## config.mk

```make
export PLATFORM = sky130hd
export DESIGN_NAME = sort_result_streamer
export DESIGN_NICKNAME = d
export VERILOG_FILES = /design/src/rtl/sort_pkg.sv /design/src/rtl/sort_valid_count.sv /design/src/rtl/sort_result_streamer.sv
export SDC_FILE = /design/constraint.sdc
export NUM_CORES = 1
export LEC_CHECK = 0
export CELL_PAD_IN_SITES_DETAIL_PLACEMENT = 1
export CELL_PAD_IN_SITES_GLOBAL_PLACEMENT = 1
export CORE_MARGIN = 5
export CORE_UTILIZATION = 42
export CTS_CLUSTER_SIZE = 30
export DETAILED_ROUTE_END_ITERATION = 7
export GPL_TIMING_DRIVEN = 0
export PLACE_DENSITY = 0.78
export SYNTH_ARGS = -nofsm -noshare
export SYNTH_HDL_FRONTEND = slang
export SYNTH_SLANG_ARGS = --single-unit
```

## constraint.sdc

```tcl
create_clock -name clk -period 2.3 [get_ports clk]
set_input_delay 0.345 -clock clk [delete_from_list [all_inputs] [get_ports clk]]
set_output_delay 0.345 -clock clk [all_outputs]
set_load 0.02 [all_outputs]
```

## src/rtl/sort_pkg.sv

```systemverilog
// Shared constants and state encoding for the sort result streamer.
// Latency: n/a (declarations only).
// Backpressure: n/a.
package sort_pkg;

  localparam int OUT_NUM     = 4;
  localparam int DATA_LENGTH = 14;
  localparam int NUM_WIDTH   = 6;

  // A slot holding this value carries no result.
  localparam logic [DATA_LENGTH-1:0] EMPTY_DATA = '1;

  typedef enum logic [1:0] {
    IDLE = 2'd0,
    SEND = 2'd1,
    DONE = 2'd2
  } state_t;

endpackage

```

## src/rtl/sort_valid_count.sv

```systemverilog
// Counts the leading non-empty slots of a sorted snapshot (stops at the first empty one).
// Latency: combinational.
// Backpressure: none; the result is registered by the parent at capture.
module sort_valid_count #(
  parameter int OUT_NUM     = 4,
  parameter int DATA_LENGTH = 14,
  parameter int CNT_WIDTH   = 3
) (
  input  logic [DATA_LENGTH-1:0] i_data [OUT_NUM],
  output logic [CNT_WIDTH-1:0]   o_count
);

  logic [CNT_WIDTH-1:0] w_count;
  logic                 w_stop;

  // Walk slots in rank order; anything after the first empty slot is ignored.
  always_comb begin
    w_count = '0;
    w_stop  = 1'b0;
    for (int i = 0; i < OUT_NUM; i++) begin
      if (!w_stop && (i_data[i] != {DATA_LENGTH{1'b1}})) begin
        w_count = w_count + CNT_WIDTH'(1);
      end else begin
        w_stop = 1'b1;
      end
    end
  end

  assign o_count = w_count;

endmodule

```

## src/rtl/sort_result_streamer.sv

```systemverilog
// Snapshots the top-N sorter result on sort_finish and streams non-empty entries in rank order.
// Latency: first beat one cycle after sort_finish; one beat per cycle while out_ready is high.
// Backpressure: beats hold stable while out_ready is low; sort_finish during a drain is dropped and flagged.
module sort_result_streamer #(
  parameter int OUT_NUM     = sort_pkg::OUT_NUM,
  parameter int DATA_LENGTH = sort_pkg::DATA_LENGTH,
  parameter int NUM_WIDTH   = sort_pkg::NUM_WIDTH,
  parameter int RANK_WIDTH  = $clog2(OUT_NUM)
) (
  input  logic                   clk,
  input  logic                   rst_n,
  input  logic                   sort_finish,
  input  logic [DATA_LENGTH-1:0] sorted_data [OUT_NUM],
  input  logic [NUM_WIDTH-1:0]   sorted_addr [OUT_NUM],
  output logic                   out_valid,
  input  logic                   out_ready,
  output logic [DATA_LENGTH-1:0] out_data,
  output logic [NUM_WIDTH-1:0]   out_addr,
  output logic [RANK_WIDTH-1:0]  out_rank,
  output logic                   out_last,
  output logic                   drain_done,
  output logic [RANK_WIDTH:0]    entry_count,
  output logic                   busy,
  output logic                   overrun
);

  import sort_pkg::*;

  localparam int CNT_WIDTH = RANK_WIDTH + 1;

  state_t                 r_state;
  logic [DATA_LENGTH-1:0] r_snap_data [OUT_NUM];
  logic [NUM_WIDTH-1:0]   r_snap_addr [OUT_NUM];
  logic [CNT_WIDTH-1:0]   r_n;
  logic [RANK_WIDTH-1:0]  r_rank;
  logic                   r_valid;
  logic [DATA_LENGTH-1:0] r_data;
  logic [NUM_WIDTH-1:0]   r_addr;
  logic                   r_last;
  logic                   r_done;
  logic [CNT_WIDTH-1:0]   r_count;
  logic                   r_busy;
  logic                   r_overrun;

  logic [CNT_WIDTH-1:0]   w_n;
  logic                   w_accept;
  logic [RANK_WIDTH-1:0]  w_next_rank;
  logic                   w_next_last;

  sort_valid_count #(
    .OUT_NUM     (OUT_NUM),
    .DATA_LENGTH (DATA_LENGTH),
    .CNT_WIDTH   (CNT_WIDTH)
  ) u_valid_count (
    .i_data  (sorted_data),
    .o_count (w_n)
  );

  // out_valid is a pure register, so out_ready only influences the next state.
  assign w_accept    = r_valid & out_ready;
  assign w_next_rank = r_rank + RANK_WIDTH'(1);
  assign w_next_last = ({1'b0, w_next_rank} == (r_n - CNT_WIDTH'(1)));

  // Capture/drain FSM; every output is a register so reset clears the stream immediately.
  always_ff @(posedge clk or negedge rst_n) begin
    if (!rst_n) begin
      r_state   <= IDLE;
      for (int i = 0; i < OUT_NUM; i++) begin
        r_snap_data[i] <= '1;
        r_snap_addr[i] <= '0;
      end
      r_n       <= '0;
      r_rank    <= '0;
      r_valid   <= 1'b0;
      r_data    <= '0;
      r_addr    <= '0;
      r_last    <= 1'b0;
      r_done    <= 1'b0;
      r_count   <= '0;
      r_busy    <= 1'b0;
      r_overrun <= 1'b0;
    end else begin
      case (r_state)
        SEND: begin
          // The snapshot belongs to the drain in progress; a new result is lost.
          if (sort_finish) begin
            r_overrun <= 1'b1;
          end
          if (w_accept) begin
            if (r_last) begin
              r_state <= DONE;
              r_valid <= 1'b0;
              r_last  <= 1'b0;
              r_data  <= '0;
              r_addr  <= '0;
              r_rank  <= '0;
              r_done  <= 1'b1;
              r_count <= r_n;
            end else begin
              r_rank  <= w_next_rank;
              r_data  <= r_snap_data[w_next_rank];
              r_addr  <= r_snap_addr[w_next_rank];
              r_last  <= w_next_last;
            end
          end
        end
        default: begin
          // IDLE and the single DONE cycle both accept a fresh snapshot.
          r_state <= IDLE;
          r_done  <= 1'b0;
          r_count <= '0;
          r_busy  <= 1'b0;
          if (sort_finish) begin
            r_snap_data <= sorted_data;
            r_snap_addr <= sorted_addr;
            r_n         <= w_n;
            r_busy      <= 1'b1;
            if (w_n != '0) begin
              r_state <= SEND;
              r_valid <= 1'b1;
              r_rank  <= '0;
              r_data  <= sorted_data[0];
              r_addr  <= sorted_addr[0];
              r_last  <= (w_n == CNT_WIDTH'(1));
            end else begin
              r_state <= DONE;
              r_done  <= 1'b1;
              r_count <= '0;
            end
          end
        end
      endcase
    end
  end

  assign out_valid   = r_valid;
  assign out_data    = r_data;
  assign out_addr    = r_addr;
  assign out_rank    = r_rank;
  assign out_last    = r_last;
  assign drain_done  = r_done;
  assign entry_count = r_count;
  assign busy        = r_busy;
  assign overrun     = r_overrun;

endmodule
```

; Yosys cells after proc, flatten, opt, wreduce, memory -nomap -nowiden
; Cells that the tools add are included.
[word_totals]
reg_bits = 115
input_bits = 84
output_inout_bits = 30
wordCells = 102
[op_classes]
eq_ne = 9
reduce_logical = 13
n_lt_le_gt_ge = 1
addsub = 5
bitwise_logic = 3
mux = 52
[ops]
columns = operator, n
row1 = 14-bit 2-to-1 mux, 7
row2 = 14-bit inequality test (second input constant), 4
row3 = 6-bit 2-to-1 mux, 7
row4 = 14-bit binary-select mux with 2-bit select, 1
row5 = 1-bit 2-to-1 mux, 20
row6 = 2-bit 2-to-1 mux, 10
row7 = 3-bit 2-to-1 mux, 6
row8 = 6-bit binary-select mux with 2-bit select, 1
row9 = 3-bit by 1-bit adder with 3-bit output (second input constant), 3
row10 = 2-bit AND reduction, 3
row11 = 2-bit inequality test (second input constant), 2
row12 = 4-bit AND reduction, 1
row13 = 2-bit nonzero test, 2
row14 = 2-bit by 3-bit equality test with 1-bit output, 1
row15 = 3-bit by 1-bit equality test with 1-bit output (second input constant), 1
row16 = 3-bit >= comparator (second input constant), 1
row17 = 1-bit logical AND, 3
row18 = 2-bit NOT with 3-bit output, 1
row19 = 3-bit AND reduction, 1
row20 = 3-bit nonzero test, 1
row21 = 3-bit by 1-bit subtractor with 3-bit output (second input constant), 1
row22 = 2-bit by 1-bit adder with 2-bit output (second input constant), 1
row23 = 2-bit by 1-bit equality test with 1-bit output (second input constant), 1
row24 = 1-bit zero test, 2
row25 = other kinds (2), 2

; Longest topological paths before layout
[logic_depth]
depth_word = 13
mapped_depth = 7
depth_no_buf = 7

; Cells and area by module
; A second synthesis with hierarchy kept.
[hier_totals]
hier_cells = 421
hier_area_um2 = 5361.4
[by_module_without_submodules]
columns = module, n_inst, area_per_inst_um2, seq_area_each_um2, cells_each
row1 = sort_result_streamer, 1, 5171.2, 2922.8, 392
row2 = sort_valid_count, 1, 190.2, 0.0, 29

; Worst setup path before layout
; No wires, ideal clock.
[synth_timing]
kind = register to register
start = reg r_rank[1] (netlist: out_rank[1])
end = reg r_data[11] (netlist: out_data[11])
period_less_slack_ns = 1.864
n_path_buf = 2
required_ns = 2.175
t_arrival_ns = 1.740
path_stages_with_launch = 6
setup_time_ns = 0.125
path_slack_ns = 0.436
path_cell_list = dfrtp_1 > buf_6 > buf_6 > mux4_2 > a22o_2 > mux2_2
[synth_between]
elab_chain_cells = 8
[synth_rtl]
columns = element, line
row1 = "start, declared", sort_result_streamer.sv:35  ; logic [RANK_WIDTH-1:0] r_rank;
row2 = "start signal, assigned", sort_result_streamer.sv:100  ; r_rank <= w_next_rank;
row3 = 2-bit by 1-bit adder with 2-bit output, sort_result_streamer.sv:61  ; assign w_next_rank = r_rank + RANK_WIDTH'(1);
row4 = 2-bit NOT with 3-bit output (implied by the code), sort_result_streamer.sv:101  ; r_data <= r_snap_data[w_next_rank];
row5 = 14-bit binary-select mux with 2-bit select, sort_result_streamer.sv:101
row6 = 14-bit 2-to-1 mux (implied by the code) (2 in series), sort_result_streamer.sv:101
row7 = 14-bit 2-to-1 mux, sort_result_streamer.sv:90  ; if (r_last) begin
row8 = 14-bit 2-to-1 mux, sort_result_streamer.sv:89  ; if (w_accept) begin
row9 = 14-bit 2-to-1 mux, sort_result_streamer.sv:83  ; case (r_state)
row10 = "end signal, assigned", sort_result_streamer.sv:101
row11 = "end signal, assigned", sort_result_streamer.sv:122  ; r_data <= sorted_data[0];
row12 = "end, declared", sort_result_streamer.sv:37  ; logic [DATA_LENGTH-1:0] r_data;
; No other way between the ends. The select of a mux whose other input is x is not followed.
; A chain may end at the register's enable or synchronous reset.

; Worst setup path after layout
[layout_timing]
start = in sorted_data[38] (netlist bit)
end = reg r_n[1]
[layout_between]
elab_chain_cells = 9
elab_cells_between_ends = 13
cone_classes = add/sub: 2 / eq/ne: 1 / mux: 5 / reduce/logical: 5
[layout_rtl]
columns = element, line
row1 = "start, declared", sort_result_streamer.sv:13  ; input logic [DATA_LENGTH-1:0] sorted_data [OUT_NUM],
row2 = 14-bit inequality test (*), sort_valid_count.sv:21  ; if (!w_stop && (i_data[i] != {DATA_LENGTH{1'b1}})) begin
row3 = 1-bit logical AND (*), sort_valid_count.sv:21
row4 = "parallel branches: the longest is 6 deep, another holds 3-bit by 1-bit adder with 3-bit output", n/a
row5 = 3-bit 2-to-1 mux (*), sort_valid_count.sv:21
row6 = "end signal, assigned", sort_result_streamer.sv:116  ; r_n <= w_n;
row7 = "end, declared", sort_result_streamer.sv:34  ; logic [CNT_WIDTH-1:0] r_n;
; Every way passes the cells marked *.

==> impl_metrics.csv <==
group,metric,value,unit
routing,routed_wl,15000,um
critical_path,reg2reg_from,"out_rank[0]",
critical_path,crit_cells,8,
power_and_ir_drop,total_power,0.0108,W
critical_path,r2r_setup_slack,0.21,ns
critical_path,required,2.58,ns
final_layout,final_util,58.3,%
routing,final_antenna_net_count,0,
status,status,"finished, final reports clean",
die,io_pins,114,
timing,worst_pin_slew,0.772,ns
power_and_ir_drop,seq_power_share,36.7,%
critical_path,max_stage_delay,0.59,ns
logic_synthesis,synth_area,0.00533,mm^2
power_and_ir_drop,pwr-share-clk,24.1,%
logic_synthesis,synth-edff-count,0,
logic_synthesis,syn_area_per_cell,15.1,um^2
timing,post-route-period-util,93.3,%
global_routing,grt_use_total,21.2,%
die,initial_core_util,42.6,%
routing,wl_met2,7680,um
logic_synthesis,synth.distinct_cells,46,
power_and_ir_drop,p_leak,2.90,nW
clock_tree,cts_setup_buffers,0,
logic_synthesis,synth_top_area_share,27.6,%
final_layout,layout_commonest_cell,"clkdlybuf4s50_1",
clock_tree,cts.path.max_buffers,2,
critical_path,critPathMaxFanout,5,
routing,drtPass1Iterations,5,
clock_tree,htreeDepth,4,
logic_synthesis,ys_seq_area_share,54.8,%
clock_tree,clock_latency,0.42,ns
timing,drv_slew,0,
critical_path,crit_start,"sorted_data[38]",
die,die_h,123,um
clock_tree,cts_tree,"built",
logic_synthesis,syn_inst,353,
routing,drtIter0Drc,214,
logic_synthesis,ys_seq_elements,114,
power_and_ir_drop,swShare,30.5,%
critical_path,crit_buf_inv,1,
critical_path,crit_slowest_cell,"nor4_2",
timing,finalSetupTns,0,ns
power_and_ir_drop,p_int,0.00748,W
global_routing,grt-ovfl-total,0,
die,core_region_area,0.0125,mm^2
routing,vias_per_cell,5.41,
final_layout,finish.net_count,573,
power_and_ir_drop,p_switching,0.00328,W
critical_path,path_common_cell,"nor2_1",
hold_path,min_path_type,"primary input to asynchronous set/reset pin",
clock_tree,cts_num_sinks,114,
routing,dr_total_vias,3637,
logic_synthesis,synthArstFlopShare,100,%
place,dp_hpwl,10800,um
die,die-area,0.0150,mm^2
logic_synthesis,syn_nets,439,
die,die_x,123,um
timing,rsz0062_at_grt,"no",
logic_synthesis,yosysTopAreaCell,"dfstp_2",
critical_path,worstPathArrival,2.42,ns
routing,drc,0,
timing,fmax,466,MHz
timing,finalHoldViolCount,0,
power_and_ir_drop,ir_worst_vdd,805,uV
final_layout,area_growth,37.0,%
critical_path,end_kind,"flop",
final_layout,layout_common_cells,"112 x clkdlybuf4s50_1, 87 x mux2_2, 58 x dfrtp_1",
final_layout,n_antenna_cell,0,
place,routabilityCongestion,0.826,
clock_tree,clk_pin_slew,0.05,ns
power_and_ir_drop,p_comb_share,39.2,%
flow_run,drv_cap,0,
critical_path,r2r_end,"out_data[11]",
critical_path,critical_path.top_delay_family,"simple AND/OR/NAND/NOR gates",
timing,setup_violations,0,
clock_tree,root_buffer,"clkbuf_16",
global_routing,antenna_found_initial,0,
logic_synthesis,ys_warn_count,0,
critical_path,path_cells,"clkdlybuf4s50_1 -> nand4_1 -> nor4_2 -> nor2_1 -> nor2_1 -> ha_1 -> nor3_1 -> o41ai_1",
global_routing,grt_pass1_wl,23400,um
critical_path,worstRegToRegCells,4,
place,placed_area,0.00670,mm^2
timing,relSlewSlack,48.1,%
routing,wl_met1,6300,um
place,port_buffers,113,
power_and_ir_drop,power_density,1470,mW/mm^2
critical_path,cp-start-kind,"primary input",
timing,post-route-min-period,2.15,ns
final_layout,postLayoutCellArea,0.00730,mm^2
die,rows,41,
global_routing,grt_pass1_vias,4213,
critical_path,crit_type,"primary input to flop",
logic_synthesis,synth.area.top_cells,"dfstp_2 28%, dfrtp_1 27%, mux2_2 18%",
logic_synthesis,yosys_most_used_dff,"dfrtp_1",
routing,routedWlPerCell,22.4,um
timing,fin_skew,0.00605,ns
clock_tree,cts_made_buffers,17,
final_layout,drive_gt1_share,44.4,%
global_routing,grt_max_degree,69,
routing,wl_met3,700,um
routing,dr.max_layer_used,"met4",
-- per-stage QoR --
step                      cells  hold slack [ns]  setup WS, ns
final                       672            0.434         0.155
after global routing        672            0.473        0.0460
after CTS                   672            0.443         0.145
after detailed placement    639            0.302        -0.578
after global placement      638            0.449         -3.46
after floorplan             353           0.0494         0.436
-- sequential cells by signal (all words and copies together), names as in the netlist --
register and count:
drain_done 1, out_valid 1, r_snap_addr 24, out_last 1, busy 1, out_addr 6, r_n 3, entry_count 3
overrun 1, r_state 1, r_snap_data 56, out_data 14, out_rank 2
-- per-layer routing --
layer | up-vias | track usage, %
li1 | 1618 | -
met1 | 1887 | 25.5
met2 | 110 | 35.9
met3 | 22 | 5.90
met4 | 0 | 8.54
met5 | - | 0
-- cell usage after synthesis, drive strengths merged (3+ instances only) --
| cell type | instances |
|---|---|
| dfrtp | 58 |
| a22o | 15 |
| inv | 3 |
| nand4 | 12 |
| mux2 | 95 |
| buf | 17 |
| dfstp | 56 |
| nand2 | 13 |
| a21oi | 4 |
| nor4 | 5 |
| nor2b | 6 |
| o22ai | 3 |
| mux4 | 20 |
| nor2 | 12 |
| a221o | 5 |
-- final cells by class --
class | count | area [um^2]
inverters | 3 | 11.3
fillers | 1245 | 5220
multi-input cells | 216 | 2260
well taps | 172 | 215
clock inverters | 5 | 75.1
repair buffers | 115 | 1170
plain buffers | 20 | 144
clock buffers | 27 | 504
flip-flops and latches | 114 | 2920
-- power by group through the flow --
stage	Combinational [W]	Clock, W	Sequential (W)
5_1_grt	0.00449	0.00272	0.00405
3_3_place_gp	0.00409	0	0.00388
4_1_cts	0.00428	0.00264	0.00395
3_5_place_dp	0.00421	0	0.00394
6_report	0.00422	0.00259	0.00395
2_1_floorplan	0.00273	0	0.00396
-- kinds of logic (layout without fill, tap and decap cells) --
family | count (synthesis) | count (layout) | synth area share [%]
buf+inv | 23 | 170 | 2.91
compound gates | 36 | 36 | 5.75
mux | 117 | 117 | 29.5
fa+ha+maj | 2 | 2 | 0.470
xor+xnor | 2 | 2 | 0.329
flops | 114 | 114 | 54.8
simple gates | 59 | 59 | 6.22
-- worst max-delay path by stage --
stage	end	slack [ns]
global route	r_n[1]	0.05
global placement	out_data[13]	-3.46
CTS	r_n[1]	0.15
floorplan	out_data[11]	0.44
finish	r_n[1]	0.15
detailed placement	r_n[1]	-0.58
-- repair_timing --
item                                    CTS  global route
endpoints found under the hold margin     8             0
hold buffers                              1             0
endpoints found under the setup margin    2             0
resized for setup                         1             0
Note: power is estimated with default switching activity, not from simulation.
==> patch 1: new RTL, config.mk and constraints unchanged <==
`OUT_NUM` is set to 4 in 2 places; all go to 2.
--- a/src/rtl/sort_pkg.sv
+++ b/src/rtl/sort_pkg.sv
@@ -5,3 +5,3 @@
 
-  localparam int OUT_NUM     = 4;
+  localparam int OUT_NUM     = 2;
   localparam int DATA_LENGTH = 14;
--- a/src/rtl/sort_valid_count.sv
+++ b/src/rtl/sort_valid_count.sv
@@ -4,3 +4,3 @@
 module sort_valid_count #(
-  parameter int OUT_NUM     = 4,
+  parameter int OUT_NUM     = 2,
   parameter int DATA_LENGTH = 14,
Ports: changed (resized entry_count, out_rank, sorted_addr and sorted_data); port bits go from 114 to 72. The function was not compared with the original's and may differ.
==> patch 1 against the unedited design <==
Routed wire length fell by 42%. Clock skew rose by 0.0039 ns. Design area fell by 40%. Fmax rose by 2.5%. Power fell by 40%. Synthesized area fell by 40%. Die area fell by 37%. Worst setup slack improved by 0.052 ns. Sequential cell count fell by 43. Core utilization rose by 1.0 points. Critical path type unchanged.
==> patch 1: results (changes against the unedited design) <==
INFO  metric routabilityCongestion = 0.782 (-5.4%)
INFO  metric synthTopCellsByArea = sky130_fd_sc_hd__dfrtp_1 34%, sky130_fd_sc_hd__dfstp_2 23%, sky130_fd_sc_hd__mux2_2 21%
INFO  metric synth_cell_type_count = 24 (-48%)
INFO  metric use_met2 = 0.323 (-0.0364)
INFO  metric hold_path.class = flip-flop to flip-flop
INFO  metric global_route_wire_length_before_repair = 14.2 mm (-40%)
INFO  metric drt-initial-drc-count = 75 (-65%)
INFO  metric htree_levels = 3 (-1)
INFO  metric hpwlAfterDp = 6.05 mm (-44%)
INFO  metric largest_register_ffs = 28 (-50%)
INFO  metric nNonClkBuffers = 88 (-35%)
INFO  metric postSynthRegisterBits = 71 (-38%)
INFO  metric vdd_drop_max = 0.655 mV (-19%)
INFO  metric syn_area_per_cell = 12.8 um2 (-15%)
INFO  metric final-clk-cell-share = 0.0642 (-0.0152)
INFO  metric place.port_buffers = 71 (-37%)
INFO  metric r2r-start = drain_done
INFO  metric drt_first_pass_iters = 3 (-2)
INFO  metric cts-buffers-inserted = 9 (-8)
INFO  metric outcome = completed
INFO  metric static-leakage-power = 1.80 nW (-38%)
INFO  metric synth_xor_xnor_area_share = 0 (-0.00329)
INFO  metric clock_latency = 0.35 ns (-0.07 ns)
INFO  metric floorplan.die_area = 9490 um2 (-37%)
INFO  metric placedInstanceArea = 4060 um2 (-39%)
INFO  metric instances_no_fill = 438 (-35%)
INFO  metric multi_input_area_share = 0.302 (-0.00686)
INFO  metric critPathSlowestCell = sky130_fd_sc_hd__clkdlybuf4s50_1
INFO  metric track_usage = 0.190 (-0.0221)
[patch 1: cell types whose count changed after synthesis, moves of 20 or more]
cell,unedited run,this run
sky130_fd_sc_hd__mux4_2,20,0
sky130_fd_sc_hd__mux2i_1,2,22
sky130_fd_sc_hd__nand2_1,12,32
sky130_fd_sc_hd__dfstp_2,56,28
sky130_fd_sc_hd__mux2_2,87,61
sky130_fd_sc_hd__o21ai_0,1,21
[patch 1: power groups by stage]
stage               clock network [mW]  registers (mW)  logic, mW
floorplan                            0            2.54       1.55
global placement                     0            2.34       2.67
detailed placement                   0            2.39       2.75
CTS                               1.40            2.37       2.78
global route                      1.47            2.44       2.96
finish                            1.38            2.37       2.73
[patch 1: per-layer routing]
layer / routed length [um] / vias up
met5: 0 / -
met1: 3820 / 1215
met3: 335 / 9
met2: 4390 / 52
met4: 107 / 0
li1: - / 1054
==> patch 2: new RTL, same settings <==
Made on the original files. Make the reset (`rst_n`) synchronous in one clocked block.
--- a/src/rtl/sort_result_streamer.sv
+++ b/src/rtl/sort_result_streamer.sv
@@ -64,3 +64,3 @@
   // Capture/drain FSM; every output is a register so reset clears the stream immediately.
-  always_ff @(posedge clk or negedge rst_n) begin
+  always_ff @(posedge clk) begin
     if (!rst_n) begin
Behaviour: differs if rst_n is asserted again (counterexample within 4 cycles, from zero or initial values and one cycle with rst_n low); with rst_n held inactive, the same outputs for 4 cycles.
==> patch 2 against the unedited design <==
Routed wire length is 27% higher. Critical path depth rose by 1. Core utilization grew 0.69 points. Design area is 3.3% lower. Worst hold slack got worse by 0.16 ns. Cell count increased by 34%. Synthesized area decreased by 4.3%. Sequential cell count unchanged. Worst setup slack worse by 0.067 ns. Global-route usage increased by 5.6 points. Critical path type unchanged.
Power is not compared: it rests on default switching activity, and its combinational part moved more than twofold at a synthesized area within 25%.
==> patch 2: results (changes against the unedited design) <==
INFO  metric synth_compound_gate_area_share = 0.186 (+0.128)
INFO  metric worstSetupEndpoint = r_n[1]
INFO  metric critPathArrivalTime = 2.49 ns (+0.07 ns)
INFO  metric synthesized_net_count = 696 (+59%)
INFO  metric synthTopCellsByArea = sky130_fd_sc_hd__dfxtp_1 45%, sky130_fd_sc_hd__nand2_1 14%, sky130_fd_sc_hd__nand3_1 6.0%
INFO  metric synth-main-ff-cell = sky130_fd_sc_hd__dfxtp_1
INFO  metric drt-initial-drc-count = 402 (+88%)
INFO  metric async_reset_ff_frac = 0 (-1.00)
INFO  metric routedWlPerCell = 21.2 um (-5.2%)
INFO  metric whs = 0.276 ns (-0.159 ns)
INFO  metric place.port_buffers = 112 (-0.88%)
INFO  metric outcome = completed
INFO  metric r2r_cells = 7 (+3)
INFO  metric fraction_of_final_layout_cells_sized_beyond_drive_strength_1 = 0.126 (-0.318)
INFO  metric grt_max_degree = 17 (-75%)
INFO  metric global_route_wire_length_before_repair = 29.9 mm (+28%)
INFO  metric route.met2.wl = 9.69 mm (+26%)
INFO  metric route.vias.total = 5159 (+42%)
INFO  metric hpwlAfterDp = 14.2 mm (+32%)
INFO  metric timing.critical_path.from = sorted_data[52]
INFO  metric synth_fa_ha_area_frac = 0.00491 (+0.000213)
INFO  metric fill_cell_instance_count_of_the_final_layout = 1438 (+16%)
INFO  metric synthTopCellsByCount = 189 x sky130_fd_sc_hd__nand2_1, 114 x sky130_fd_sc_hd__dfxtp_1, 61 x sky130_fd_sc_hd__nand3_1, 33 x sky130_fd_sc_hd__a21oi_1, 29 x sky130_fd_sc_hd__clkbuf_1
INFO  metric hold_path.class = primary input to flip-flop
INFO  metric track_usage = 0.268 (+0.0562)
INFO  metric vias_in_the_first_global_route = 5585 (+33%)
INFO  metric finalClockSkew = 0.00624 ns (+0.000196 ns)
INFO  metric route.met3.wl = 913 um (+30%)
INFO  metric placedInstanceArea = 6400 um2 (-4.5%)
INFO  metric cpPeakStageDelay = 0.55 ns (-0.04 ns)
INFO  metric synth_cell_type_count = 42 (-8.7%)
INFO  metric routabilityCongestion = 0.865 (+4.7%)
INFO  metric r2r-start = drain_done
INFO  metric routed_metal_1_wire_length = 8.09 mm (+28%)
-- patch 2: per-layer routing --
layer,global-route usage,vias up
met5,0,-
met4,0.0988,0
met3,0.0542,34
met2,0.474,165
met1,0.320,2528
li1,-,2432
-- patch 2: per-stage QoR --
step | setup WS [ns] | power, mW | utilization | cells
global placement | -0.706 | 3.12 | 0.535 | 869
detailed placement | -0.676 | 3.15 | 0.535 | 869
global route | 0.0323 | 6.06 | 0.590 | 903
finish | 0.0874 | 5.86 | 0.590 | 903
floorplan | 0.381 | 2.72 | - | 610
CTS | 0.0243 | 5.87 | 0.587 | 901
-- patch 2: cell type report --
class,instances,share of cell area
multi-input combinational,439,0.365
sequential,114,0.323
timing repair buffer,114,0.163
clock buffer,21,0.0681
buffer,53,0.0340
tap,147,0.0261
clock inverter,11,0.0188
inverter,4,0.00213
-- patch 2: timing repair --
action,CTS,global route
setup buffers,0,2
endpoints found under the setup margin,1,1
pin swaps,0,0
hold endpoints to repair,0,0
gates resized for setup,1,6
